===== src/rtl/lrn_padded_reader.sv =====
// Walks a padded LRN output tensor in linear address order, synthesising zero
// borders locally and reading interior words from the GLB into a ready/valid stream.
module lrn_padded_reader #(
  parameter int N_WIDTH        = 2,
  parameter int M_WIDTH        = 10,
  parameter int E_WIDTH        = 6,
  parameter int F_WIDTH        = 6,
  parameter int V_WIDTH        = 2,
  parameter int ADDR_BUS_WIDTH = 20,
  parameter int DATA_WIDTH     = 16
) (
  input  logic                      core_clk,
  input  logic                      reset,
  input  logic                      start_read,
  input  logic [N_WIDTH-1:0]        dim4,
  input  logic [M_WIDTH-1:0]        dim3,
  input  logic [E_WIDTH-1:0]        dim2,
  input  logic [F_WIDTH-1:0]        dim1,
  input  logic [V_WIDTH-1:0]        padding_num,
  output logic [ADDR_BUS_WIDTH-1:0] r_addr,
  output logic                      r_enable,
  input  logic [DATA_WIDTH-1:0]     r_data,
  output logic [DATA_WIDTH-1:0]     out_data,
  output logic                      out_valid,
  input  logic                      out_ready,
  output logic                      out_last,
  output logic                      busy,
  output logic                      done
);

  localparam int E1 = E_WIDTH + 1;
  localparam int F1 = F_WIDTH + 1;

  typedef enum logic [1:0] {IDLE, ISSUE, DRAIN, FIN} state_t;

  state_t                    r_state;
  logic [N_WIDTH-1:0]        r_dim4;
  logic [M_WIDTH-1:0]        r_dim3;
  logic [E_WIDTH-1:0]        r_dim2, r_p2, r_c2;
  logic [F_WIDTH-1:0]        r_dim1, r_p1, r_c1;
  logic [M_WIDTH-1:0]        r_c3;
  logic [N_WIDTH-1:0]        r_c4;
  logic [V_WIDTH-1:0]        r_pad;
  logic [ADDR_BUS_WIDTH-1:0] r_lin;

  logic                      r_inflight, r_inflight_border, r_inflight_last;

  logic [DATA_WIDTH-1:0]     r_fifo_data [2];
  logic                      r_fifo_last [2];
  logic                      r_wr_ptr, r_rd_ptr;
  logic [1:0]                r_count;

  logic [E_WIDTH-1:0]        w_p2_in;
  logic [F_WIDTH-1:0]        w_p1_in;
  logic                      w_zero_cfg;
  logic                      w_border;
  logic                      w_p2_end, w_p1_end, w_i3_end, w_i4_end, w_last_elem;
  logic                      w_pop, w_push, w_can_issue;
  logic [2:0]                w_occ;
  logic [DATA_WIDTH-1:0]     w_push_data;

  assign w_p2_in    = dim2 + (E_WIDTH'(padding_num) << 1);
  assign w_p1_in    = dim1 + (F_WIDTH'(padding_num) << 1);
  assign w_zero_cfg = (dim1 == '0) || (dim2 == '0) || (dim3 == '0) || (dim4 == '0) ||
                      (w_p1_in == '0) || (w_p2_in == '0);

  // Extra bit on the upper bound keeps dim+pad from wrapping at full-scale dims.
  assign w_border = (r_c2 < E_WIDTH'(r_pad)) ||
                    ({1'b0, r_c2} >= ({1'b0, r_dim2} + E1'(r_pad))) ||
                    (r_c1 < F_WIDTH'(r_pad)) ||
                    ({1'b0, r_c1} >= ({1'b0, r_dim1} + F1'(r_pad)));

  assign w_p2_end    = (r_c2 == r_p2 - 1'b1);
  assign w_p1_end    = (r_c1 == r_p1 - 1'b1);
  assign w_i3_end    = (r_c3 == r_dim3 - 1'b1);
  assign w_i4_end    = (r_c4 == r_dim4 - 1'b1);
  assign w_last_elem = w_p2_end && w_p1_end && w_i3_end && w_i4_end;

  assign out_valid = (r_count != 2'd0);
  assign out_data  = r_fifo_data[r_rd_ptr];
  assign out_last  = r_fifo_last[r_rd_ptr];
  assign w_pop     = out_valid && out_ready;

  // Occupancy credits the pop happening this cycle so a full-rate stream never stalls.
  assign w_occ       = {1'b0, r_count} + {2'b00, r_inflight} - {2'b00, w_pop};
  assign w_can_issue = (r_state == ISSUE) && (w_occ < 3'd2);

  // The GLB samples the request at the edge closing this cycle, so strobe and
  // address are presented in the issuing cycle itself.
  assign r_enable = w_can_issue && !w_border;
  assign r_addr   = r_lin;

  assign w_push      = r_inflight;
  assign w_push_data = r_inflight_border ? '0 : r_data;

  // NOTE: all state below uses non-blocking assignments so every register sees
  // the pre-edge values of its neighbours, regardless of statement order.
  always_ff @(posedge core_clk) begin
    if (reset) begin
      r_state           <= IDLE;
      r_dim4            <= '0;
      r_dim3            <= '0;
      r_dim2            <= '0;
      r_dim1            <= '0;
      r_pad             <= '0;
      r_p2              <= '0;
      r_p1              <= '0;
      r_c1              <= '0;
      r_c2              <= '0;
      r_c3              <= '0;
      r_c4              <= '0;
      r_lin             <= '0;
      r_inflight        <= 1'b0;
      r_inflight_border <= 1'b0;
      r_inflight_last   <= 1'b0;
      // NOTE: the two FIFO slots are reset because the head drives out_data
      // directly and must read zero after reset; a larger RAM would not be.
      for (int i = 0; i < 2; i++) begin
        r_fifo_data[i] <= '0;
        r_fifo_last[i] <= 1'b0;
      end
      r_wr_ptr          <= 1'b0;
      r_rd_ptr          <= 1'b0;
      r_count           <= 2'd0;
      busy              <= 1'b0;
      done              <= 1'b0;
    end else begin
      if (w_push) begin
        r_fifo_data[r_wr_ptr] <= w_push_data;
        r_fifo_last[r_wr_ptr] <= r_inflight_last;
        r_wr_ptr              <= ~r_wr_ptr;
      end
      if (w_pop) r_rd_ptr <= ~r_rd_ptr;
      unique case ({w_push, w_pop})
        2'b10:   r_count <= r_count + 2'd1;
        2'b01:   r_count <= r_count - 2'd1;
        default: r_count <= r_count;
      endcase

      r_inflight        <= w_can_issue;
      r_inflight_border <= w_border;
      r_inflight_last   <= w_last_elem;
      done              <= 1'b0;

      unique case (r_state)
        IDLE: begin
          if (start_read) begin
            r_dim4 <= dim4;
            r_dim3 <= dim3;
            r_dim2 <= dim2;
            r_dim1 <= dim1;
            r_pad  <= padding_num;
            r_p2   <= w_p2_in;
            r_p1   <= w_p1_in;
            r_c1   <= '0;
            r_c2   <= '0;
            r_c3   <= '0;
            r_c4   <= '0;
            r_lin  <= '0;
            if (w_zero_cfg) begin
              r_state <= FIN;
              done    <= 1'b1;
            end else begin
              r_state <= ISSUE;
              busy    <= 1'b1;
            end
          end
        end
        ISSUE: begin
          if (w_can_issue) begin
            r_lin <= r_lin + 1'b1;
            if (w_p2_end) begin
              r_c2 <= '0;
              if (w_p1_end) begin
                r_c1 <= '0;
                if (w_i3_end) begin
                  r_c3 <= '0;
                  r_c4 <= r_c4 + 1'b1;
                end else begin
                  r_c3 <= r_c3 + 1'b1;
                end
              end else begin
                r_c1 <= r_c1 + 1'b1;
              end
            end else begin
              r_c2 <= r_c2 + 1'b1;
            end
            if (w_last_elem) r_state <= DRAIN;
          end
        end
        DRAIN: begin
          // Popping the tagged last entry implies FIFO and tag are both empty after this edge.
          if (w_pop && out_last) begin
            r_state <= FIN;
            busy    <= 1'b0;
            done    <= 1'b1;
          end
        end
        FIN: begin
          r_state <= IDLE;
          r_lin   <= '0;
        end
        default: r_state <= IDLE;
      endcase
    end
  end

endmodule

===== config.mk =====
export PLATFORM = sky130hd
export DESIGN_NAME = lrn_padded_reader
export DESIGN_NICKNAME = d
export VERILOG_FILES = /design/src/rtl/lrn_padded_reader.sv
export SDC_FILE = /design/constraint.sdc
export NUM_CORES = 1
export LEC_CHECK = 0
export CAP_MARGIN = 20
export CORE_ASPECT_RATIO = 0.6
export CORE_UTILIZATION = 58
export CTS_BUF_LIST = sky130_fd_sc_hd__clkbuf_2
export DETAILED_ROUTE_END_ITERATION = 7
export PLACE_DENSITY_LB_ADDON = 0.12
export SLEW_MARGIN = 20
export SYNTH_ARGS = -nofsm -noshare
export SYNTH_HDL_FRONTEND = slang
export SYNTH_SLANG_ARGS = --single-unit

===== constraint.sdc =====
create_clock -name core_clk -period 3.8 [get_ports core_clk]
set_input_delay 0.76 -clock core_clk [delete_from_list [all_inputs] [get_ports core_clk]]
set_output_delay 0.76 -clock core_clk [all_outputs]
set_load 0.02 [all_outputs]

==> impl_metrics.ini, run 1 <==
[power_and_ir_drop]
vdd_drop_max_uv = 294
switchingPower_mw = 1.74
power_leakage_nw = 3.08
seq_power_share = 0.390
p_sw_frac = 0.391
clock_power_share = 0.186
power_density_nw_per_um2 = 536
cell_internal_pwr_mw = 2.72
combinationalPowerShare = 0.423

[outcome]
failing_checks = negative setup slack
status = complete, but fails checks

[die]
die_width_um = 143
coreArea_um2 = 11400
start_util = 0.602
die_area_um2 = 12300
die_h_um = 86.3
standard_cell_row_count = 30
io-pin-count = 87

[synthesis]
postSynth.asyncResetShare = 0
syn_inst = 776
synth_largest_area_cell = sky130_fd_sc_hd__dfxtp_1
synth.distinct_cells = 64
ys_seq_area_frac = 0.416
post_synth_edffs = 34
postSynth.topFlopCell = sky130_fd_sc_hd__dfxtp_1
synth.cell_area_um2 = 6870
synth_warnings = 0
postSynthRegisterBits = 126
netlist.area_leader.share = 0.268
synthesis.area_per_instance_um2 = 8.86
post_synth_net_total = 861
yosys-top-cells-area = sky130_fd_sc_hd__dfxtp_1 (27%), sky130_fd_sc_hd__edfxtp_1 (15%), sky130_fd_sc_hd__ha_1 (6.2%), sky130_fd_sc_hd__nor2_1 (5.8%), sky130_fd_sc_hd__xor2_1 (5.1%)

[place]
place_worst_setup_slack_ns = -0.490
dp_cells = 1019
dp_hpwl_um = 11900
io_buffers = 86
gpl.final_weighted_congestion = 0.851

[detailed_routing]
firstDrtPassIters = 6
wl_per_cell_um = 15.4
antenna_violating_nets_post_route = 0
post-route-drc-count = 0
vias = 5950
drt-vias-per-instance = 5.66
detail_route.wirelength_um = 16200
detail_route.iter0.violations = 289

[min_path]
holdCritPathClass = input pin to flop
hold_path_startpoint = reset

[grt]
antenna_violations_before_repair = 0
via_count_of_the_first_global_routing_pass = 5641
global_route.overflow_total = 0
grt_util_all_layers = 0.278
grt_max_degree = 55
global_route_wire_length_before_repair_um = 26700

[timing]
finalHoldViolations = 0
final-setup-viol-count = 1
grt_setup_unrepaired = yes
final_min_period_over_clock_period = 1.05
finalSetupTns_ns = -0.193
timing.clock.skew_ns = 0.0400
final_max_slew_violation_count = 0
post-route-min-period_ns = 3.99
fmax_ghz = 0.250
timing.max_slew.rel_slack = 0.460
worst_slack_ns = -0.193
tightestPinTransition_ns = 0.803

[setup_path]
crit_fanout = 3
cp_data_required_time_ns = 3.04
arrival_ns = 3.23
critPathLaunchType = flop
critical_path.startpoint = r_pad[0]
critical_path.reg2reg.startpoint = r_count[1]
r2r_setup_slack_ns = 0.67
cp-end-kind = output port
critical_path_class = flop to output port

[clock_network]
clock_sinks = 126
cts_inserted_buffers = 17
cts-root-to-sink-buffers = 2
tritoncts = built
clock_insertion_delay_worst_skew_ns = 0.70
cts-htree-levels = 4
cts.reportedPaths.clkPinSlew_ns = 0.20
cts_root_buf = sky130_fd_sc_hd__clkbuf_2

[final_layout]
instances_no_fill = 1052
antennaDiodeCount = 0
final_common_cell = sky130_fd_sc_hd__nor2_1
area_delta_synth_final_pct = 21.1
final_layout_size_suffix_gt1_frac = 0.110
nets = 964
layout.cells.most_common_list = sky130_fd_sc_hd__nor2_1 (105), sky130_fd_sc_hd__dfxtp_1 (89), sky130_fd_sc_hd__nand2_1 (87)

[flow_run]
timing.max_cap.violations = 0
[power by group through the flow]
stage	Sequential, mW	Combinational (mW)	Clock [mW]
3_5_place_dp	1.76	1.83	0
4_1_cts	1.73	1.85	0.839
2_1_floorplan	1.71	1.23	0
6_report	1.74	1.89	0.832
3_3_place_gp	1.75	1.76	0
5_1_grt	1.76	2.10	0.908
[logic make-up (layout without fill, tap and decap cells)]
| kind of cell | count (synthesis) | after routing | synth area share |
|---|---|---|---|
| AOI/OAI and AO/OA | 124 | 124 | 0.116 |
| xor gates and xnor gates | 74 | 74 | 0.0943 |
| adders and majority gates | 39 | 39 | 0.0764 |
| buffers and inverters | 62 | 178 | 0.0339 |
| DFF | 126 | 126 | 0.416 |
| muxes | 19 | 19 | 0.0309 |
| and+or+nand+nor | 332 | 332 | 0.232 |
[per-layer routing]
metal	track usage	part of all wire
met5	0	0
met1	0.381	0.48
met3	0.0547	0.061
met2	0.440	0.45
met4	0.0987	0.016
[worst max-delay path, cell delays in order (launching register included)]
cell and delay (ns):
sky130_fd_sc_hd__dfxtp_4 0.41, sky130_fd_sc_hd__ha_4 0.16, sky130_fd_sc_hd__fa_1 0.51, sky130_fd_sc_hd__inv_1 0.04, sky130_fd_sc_hd__ha_1 0.26, sky130_fd_sc_hd__a21o_1 0.16, sky130_fd_sc_hd__a21o_1 0.17, sky130_fd_sc_hd__a21o_1 0.16
sky130_fd_sc_hd__a21oi_2 0.10, sky130_fd_sc_hd__o211ai_1 0.18, sky130_fd_sc_hd__nor4_4 0.20, sky130_fd_sc_hd__buf_4 0.18
[flip-flops by register name, indices dropped and copies added, names as in the netlist, 5 cells and up, named ones only]
register	cells
r_dim2	6
r_c3	10
r_dim1	6
r_c2	6
r_p2	5
r_dim3	10
r_p1	5
r_addr	20
r_c1	6
r_fifo_data	32
[path summary, 6_finish.rpt]
kind,to,cells past startpoint
worst max register to register,r_c1[1],14
worst min-delay path,r_p2[4],3
worst max-delay path,r_enable,11
worst min register to register,r_p1[1],2
[layout make-up]
type                    count  area [um^2]
inverters                  33          124
fillers                   900         3090
clock buffers              18         90.1
multi-input cells         588         3830
repair buffers            113         1060
well taps                 160          200
clock inverters            14          144
flip-flops and latches    126         2870
[Yosys cell counts, types with 4 or more instances]
cell type	n
sky130_fd_sc_hd__a211oi_1	7
sky130_fd_sc_hd__a21o_1	7
sky130_fd_sc_hd__a21oi_1	54
sky130_fd_sc_hd__and2_1	8
sky130_fd_sc_hd__and3_1	7
sky130_fd_sc_hd__and4_1	5
sky130_fd_sc_hd__buf_1	4
sky130_fd_sc_hd__clkbuf_1	25
sky130_fd_sc_hd__dfxtp_1	92
sky130_fd_sc_hd__edfxtp_1	34
sky130_fd_sc_hd__fa_1	5
sky130_fd_sc_hd__ha_1	34
sky130_fd_sc_hd__inv_1	32
sky130_fd_sc_hd__mux2_2	18
sky130_fd_sc_hd__nand2_1	87
sky130_fd_sc_hd__nand2b_1	20
sky130_fd_sc_hd__nand3_1	25
sky130_fd_sc_hd__nand4_1	19
sky130_fd_sc_hd__nor2_1	106
sky130_fd_sc_hd__nor2b_1	4
sky130_fd_sc_hd__nor3_1	11
sky130_fd_sc_hd__nor4_1	8
sky130_fd_sc_hd__o21ai_0	19
sky130_fd_sc_hd__or2_2	4
sky130_fd_sc_hd__or3_1	11
sky130_fd_sc_hd__or4_1	8
sky130_fd_sc_hd__xnor2_1	34
sky130_fd_sc_hd__xor2_1	40
[what timing repair did]
item                                    CTS  global route
endpoints found under the setup margin    1             1
gates resized for setup                  11            10
buffers inserted                          1             0
hold buffers                              0             0
pin swaps                                 9             7
[metrics by stage]
stage	util	area (um^2)	power, mW	hold slack (ns)
6_report	0.729	8320	4.46	0.431
4_1_cts	0.725	8280	4.43	0.410
3_5_place_dp	0.703	8020	3.59	0.471
3_3_place_gp	0.703	8020	3.51	0.463
5_1_grt	0.729	8320	4.77	0.409
2_1_floorplan	-	6870	2.93	0.446
(Power assumes the default switching activity.)
==> inputs of run 2 (changes only) <==
--- a/config.mk
+++ b/config.mk
@@ -12,2 +12,3 @@
 export DETAILED_ROUTE_END_ITERATION = 7
+export HOLD_SLACK_MARGIN = 0.08
 export PLACE_DENSITY_LB_ADDON = 0.12
@@ -17 +18,2 @@
 export SYNTH_SLANG_ARGS = --single-unit
+export TNS_END_PERCENT = 10
==> constraint.sdc (replaced) <==
create_clock -name core_clk -period 3.8 [get_ports core_clk]
set_input_delay 0.57 -clock core_clk [delete_from_list [all_inputs] [get_ports core_clk]]
set_output_delay 0.57 -clock core_clk [all_outputs]
set_load 0.02 [all_outputs]
==> impl_metrics.ini, run 2 (same netlist as run 1, synthesis figures left out) <==
[clock_network]
tritoncts = built
cts.reportedPaths.clkPinSlew_ns = 0.22
cts-htree-levels = 4
cts_root_buf = sky130_fd_sc_hd__clkbuf_2
cts_inserted_buffers = 17
cts-root-to-sink-buffers = 2
holdBufCountCts = 0
clock_insertion_delay_worst_skew_ns = 0.72
clock_sinks = 126

[final_layout]
layout.cells.most_common_list = sky130_fd_sc_hd__nor2_1 (106), sky130_fd_sc_hd__dfxtp_1 (88), sky130_fd_sc_hd__nand2_1 (87)
antennaDiodeCount = 0
instances_no_fill = 1045
largest_register_ffs = 32
final_layout_size_suffix_gt1_frac = 0.104
final_common_cell = sky130_fd_sc_hd__nor2_1
design_area_um2 = 8300
area_delta_synth_final_pct = 20.7
largest_register = r_fifo_data
nets = 957

[grt]
via_count_of_the_first_global_routing_pass = 5577
gr-usage-met3 = 0.0580
global_route.overflow_total = 0
use_met1 = 0.371
grt_max_degree = 55
grt_util_met2 = 0.441
antenna_violations_before_repair = 0
global_route_wire_length_before_repair_um = 26500
globalRoute.busiestLayer = met2
grt_util_all_layers = 0.277

[die]
die_area_um2 = 12300
coreArea_um2 = 11400
io-pin-count = 87
start_util = 0.602
die_h_um = 86.3
standard_cell_row_count = 30
die_width_um = 143

[setup_path]
critPathLaunchType = flop
most_used_cell_along_the_critical_path = sky130_fd_sc_hd__a21o_1
reg2reg_to = r_c4[1]
crit_fanout = 4
critical_path.reg2reg.startpoint = r_count[1]
crit_path_top_delay_cell = sky130_fd_sc_hd__fa_1
cp-end-kind = output port
worst_path_largest_cell_delay_ns = 0.48
arrival_ns = 3.24
cp_data_required_time_ns = 3.23
r2r_setup_slack_ns = 0.59
critical_path_class = flop to output port
ff2ff_path_depth = 14
timing.critical_path.cells = ha_4, fa_1, inv_1, ha_1, a21o_1, a21o_1, a21o_1, a21oi_2, o211ai_1, nor4_4, buf_4

[power_and_ir_drop]
vdd_drop_max_uv = 259
switchingPower_mw = 1.76
p_sw_frac = 0.391
cell_internal_pwr_mw = 2.74
power_density_nw_per_um2 = 543
power_leakage_nw = 3.07
seq_power_share = 0.387
combinationalPowerShare = 0.406
clock_power_share = 0.207

[place]
dp_cells = 1011
dp_hpwl_um = 11900
gpl.final_weighted_congestion = 0.841
placed_cell_area_um2 = 7960
io_buffers = 86

[detailed_routing]
vias = 5925
detail_route.wirelength_um = 16200
drt-vias-per-instance = 5.67
firstDrtPassIters = 4
post-route-drc-count = 0
antenna_violating_nets_post_route = 0
detail_route.iter0.violations = 367
wl_per_cell_um = 15.5

[outcome]
status = complete, but fails checks
failing_checks = negative setup slack

[timing]
finalHoldViolations = 0
grt_setup_unrepaired = yes
fmax_ghz = 0.262
timing.max_slew.rel_slack = 0.327
post-route-min-period_ns = 3.81
final-setup-viol-count = 1
tightestPinTransition_ns = 1.01
timing.clock.skew_ns = 0.0337
final_max_slew_violation_count = 0
worst_slack_ns = -0.0143
final_min_period_over_clock_period = 1.00

[min_path]
hold_path_startpoint = reset
worstHoldPathCells = 3
hold_path_end = r_p2[4]
holdCritPathClass = input pin to flop

[flow_run]
timing.max_cap.violations = 0
[run 2: final cells by class]
cell class | instances | area, um^2
Sequential cell | 126 | 2870
Inverter | 33 | 124
Timing Repair Buffer | 106 | 1000
Tap cell | 160 | 200
Clock inverter | 15 | 183
Clock buffer | 17 | 85.1
Multi-Input combinational cell | 588 | 3830
Fill cell | 908 | 3110
[run 2: power groups by stage]
| stage | combinational [mW] | sequential (mW) | clock [mW] |
|---|---|---|---|
| after detailed placement | 1.77 | 1.77 | 0 |
| final | 1.83 | 1.74 | 0.933 |
| after floorplan | 1.23 | 1.71 | 0 |
| after CTS | 1.80 | 1.74 | 0.949 |
| after global routing | 2.01 | 1.77 | 1.01 |
| after global placement | 1.70 | 1.75 | 0 |
[run 2: through the flow]
step	total power, mW	setup WS [ns]	hold slack [ns]	setup TNS (ns)	util
finish	4.50	-0.0143	0.201	-0.0143	0.727
CTS	4.49	-0.117	0.149	-0.117	0.724
global placement	3.45	-0.104	0.462	-0.104	0.697
floorplan	2.93	0.462	0.446	0	-
global route	4.79	-0.189	0.158	-0.189	0.727
detailed placement	3.54	-0.166	0.470	-0.166	0.697
[run 2: how the worst max path moves through the flow]
stage                to       from  cells past startpoint
2_1_floorplan  r_enable  r_dim1[0]                     10
3_3_place_gp   r_enable  out_ready                      8
3_5_place_dp   r_enable  out_ready                      8
4_1_cts        r_enable   r_pad[0]                     11
5_1_grt        r_enable   r_pad[0]                     11
6_report       r_enable   r_pad[0]                     11
[run 2: layer usage]
| metal | vias up | wire length (um) |
|---|---|---|
| met5 | - | 0 |
| li1 | 2913 | - |
| met4 | 0 | 258 |
| met1 | 2825 | 7540 |
| met3 | 24 | 1060 |
| met2 | 163 | 7340 |
[run 2: timing repair]
item	in CTS	in global routing
endpoints found under the setup margin	1	1
buffers inserted	1	1
endpoints found under the hold margin	0	0
pin swaps	10	7
gates resized for setup	15	5
[run 2: critical path, delay by kind of cell, from the launching register on]
family                   cells  cell delay, ns
AND/OR/NAND/NOR              1            0.22
AO/OA/AOI/OAI                5            0.79
flip-flops                   1            0.41
adder cells (fa/ha/maj)      3            0.90
buffers and inverters        2            0.24
==> inputs of run 3 (changes only) <==
CORE_UTILIZATION = 60   (was 58)
DONT_BUFFER_PORTS = 1   (was not set)
SKIP_CTS_REPAIR_TIMING = 1   (was not set)
==> impl_metrics.ini, run 3 (same netlist as run 1, synthesis figures left out) <==
[power_and_ir_drop]
p_total_mw = 4.18
power_density_nw_per_um2 = 548
power_leakage_nw = 2.82
vdd_drop_max_uv = 263

[place]
io_buffers = 0
placed_cell_area_um2 = 7010
dp_hpwl_um = 11800
dp_cells = 896
gpl.final_weighted_congestion = 0.877
place_worst_setup_slack_ns = 0.235

[min_path]
hold_path_end = r_fifo_data[0][11]
worstHoldPathCells = 2
holdCritPathClass = input pin to flop
hold_path_startpoint = r_data[11]

[setup_path]
critical_path_class = flop to output port
cp_data_required_time_ns = 3.23
critical_path.reg2reg.startpoint = r_count[1]
ff2ff_path_depth = 12
r2r_setup_slack_ns = 0.38
critPathLaunchType = flop
cp-end-kind = output port
reg2reg_to = r_c3[7]
crit_fanout = 4
arrival_ns = 3.22

[outcome]
status = complete, no violations

[final_layout]
largest_register_ffs = 32
final_common_cell = sky130_fd_sc_hd__nor2_1
filler_cell_count = 821
antennaDiodeCount = 0
design_area_um2 = 7630
instances_no_fill = 962
nets = 895
largest_register = r_fifo_data
fin_util = 0.703
layout.cells.most_common_list = sky130_fd_sc_hd__nor2_1 (105), sky130_fd_sc_hd__dfxtp_1 (88), sky130_fd_sc_hd__nand2_1 (87)
area_delta_synth_final_pct = 10.9
final_layout_size_suffix_gt1_frac = 0.102

[grt]
global_route.overflow_total = 0
antenna_violations_before_repair = 0
grt_util_all_layers = 0.284
grt_max_degree = 56
global_route_wire_length_before_repair_um = 26600
via_count_of_the_first_global_routing_pass = 5381

[detailed_routing]
detail_route.iter0.violations = 441
drt-vias-per-instance = 6.07
antenna_violating_nets_post_route = 0
wl_per_cell_um = 17.5
post-route-drc-count = 0
firstDrtPassIters = 6
vias = 5840
detail_route.wirelength_um = 16900

[clock_network]
cts_root_buf = sky130_fd_sc_hd__clkbuf_2
cts.reportedPaths.clkPinSlew_ns = 0.22
cts-root-to-sink-buffers = 2
tritoncts = built
clock_sinks = 126
cts-htree-levels = 4
cts_inserted_buffers = 17
clock_insertion_delay_worst_skew_ns = 0.69

[timing]
post-route-min-period_ns = 3.79
final_min_period_over_clock_period = 0.996
final-setup-viol-count = 0
fmax_ghz = 0.264
grt_setup_unrepaired = yes
finalSetupTns_ns = 0
worst_slack_ns = 0.0144
finalHoldViolations = 0
final_max_slew_violation_count = 0
timing.hold.ws_ns = 0.108
timing.clock.skew_ns = 0.0373
timing.max_slew.rel_slack = 0.468
tightestPinTransition_ns = 0.795

[die]
die_h_um = 84.9
die_width_um = 140
io-pin-count = 87
start_util = 0.634
standard_cell_row_count = 29
die_area_um2 = 11900
coreArea_um2 = 10800

[flow_run]
timing.max_cap.violations = 0
[run 3: worst max path at each step]
stage / startpoint / end / cells past startpoint
2_1_floorplan: r_dim1[0] / r_enable / 10
3_3_place_gp: out_ready / r_c3[7] / 10
3_5_place_dp: out_ready / r_c3[7] / 10
4_1_cts: r_dim1[0] / r_enable / 11
5_1_grt: r_pad[0] / r_enable / 11
6_report: r_pad[0] / r_enable / 11
[run 3: cell type report]
| type | count | area [um^2] | share of cell area |
|---|---|---|---|
| Inverter | 33 | 124 | 0.0162 |
| Multi-Input combinational cell | 588 | 3800 | 0.499 |
| Clock buffer | 18 | 90.1 | 0.0118 |
| Clock inverter | 14 | 133 | 0.0174 |
| Timing Repair Buffer | 44 | 425 | 0.0558 |
| Sequential cell | 126 | 2880 | 0.377 |
| Tap cell | 139 | 174 | 0.0228 |
[run 3: per-layer routing]
metal | up-vias | global-route usage | routed length (um)
met2 | 230 | 0.446 | 7560
met3 | 48 | 0.0632 | 1280
met1 | 2779 | 0.397 | 7740
met4 | 0 | 0.0749 | 276
met5 | - | 0 | 0
li1 | 2783 | - | -
[run 3: critical path: stages (launching register included)]
cell and delay [ns]:
sky130_fd_sc_hd__dfxtp_4 0.42, sky130_fd_sc_hd__ha_2 0.18, sky130_fd_sc_hd__inv_1 0.05, sky130_fd_sc_hd__fa_1 0.43, sky130_fd_sc_hd__ha_1 0.28, sky130_fd_sc_hd__a21o_1 0.15
sky130_fd_sc_hd__a21o_1 0.17, sky130_fd_sc_hd__a21o_1 0.18, sky130_fd_sc_hd__a21oi_2 0.12, sky130_fd_sc_hd__nor2_1 0.06, sky130_fd_sc_hd__nor4_1 0.29, sky130_fd_sc_hd__buf_4 0.20
[run 3: power by group]
group / switching (mW) / total, mW / internal, mW
Clock: 0.553 / 0.804 / 0.252
Sequential: 0.208 / 1.76 / 1.56
Combinational: 0.963 / 1.61 / 0.651
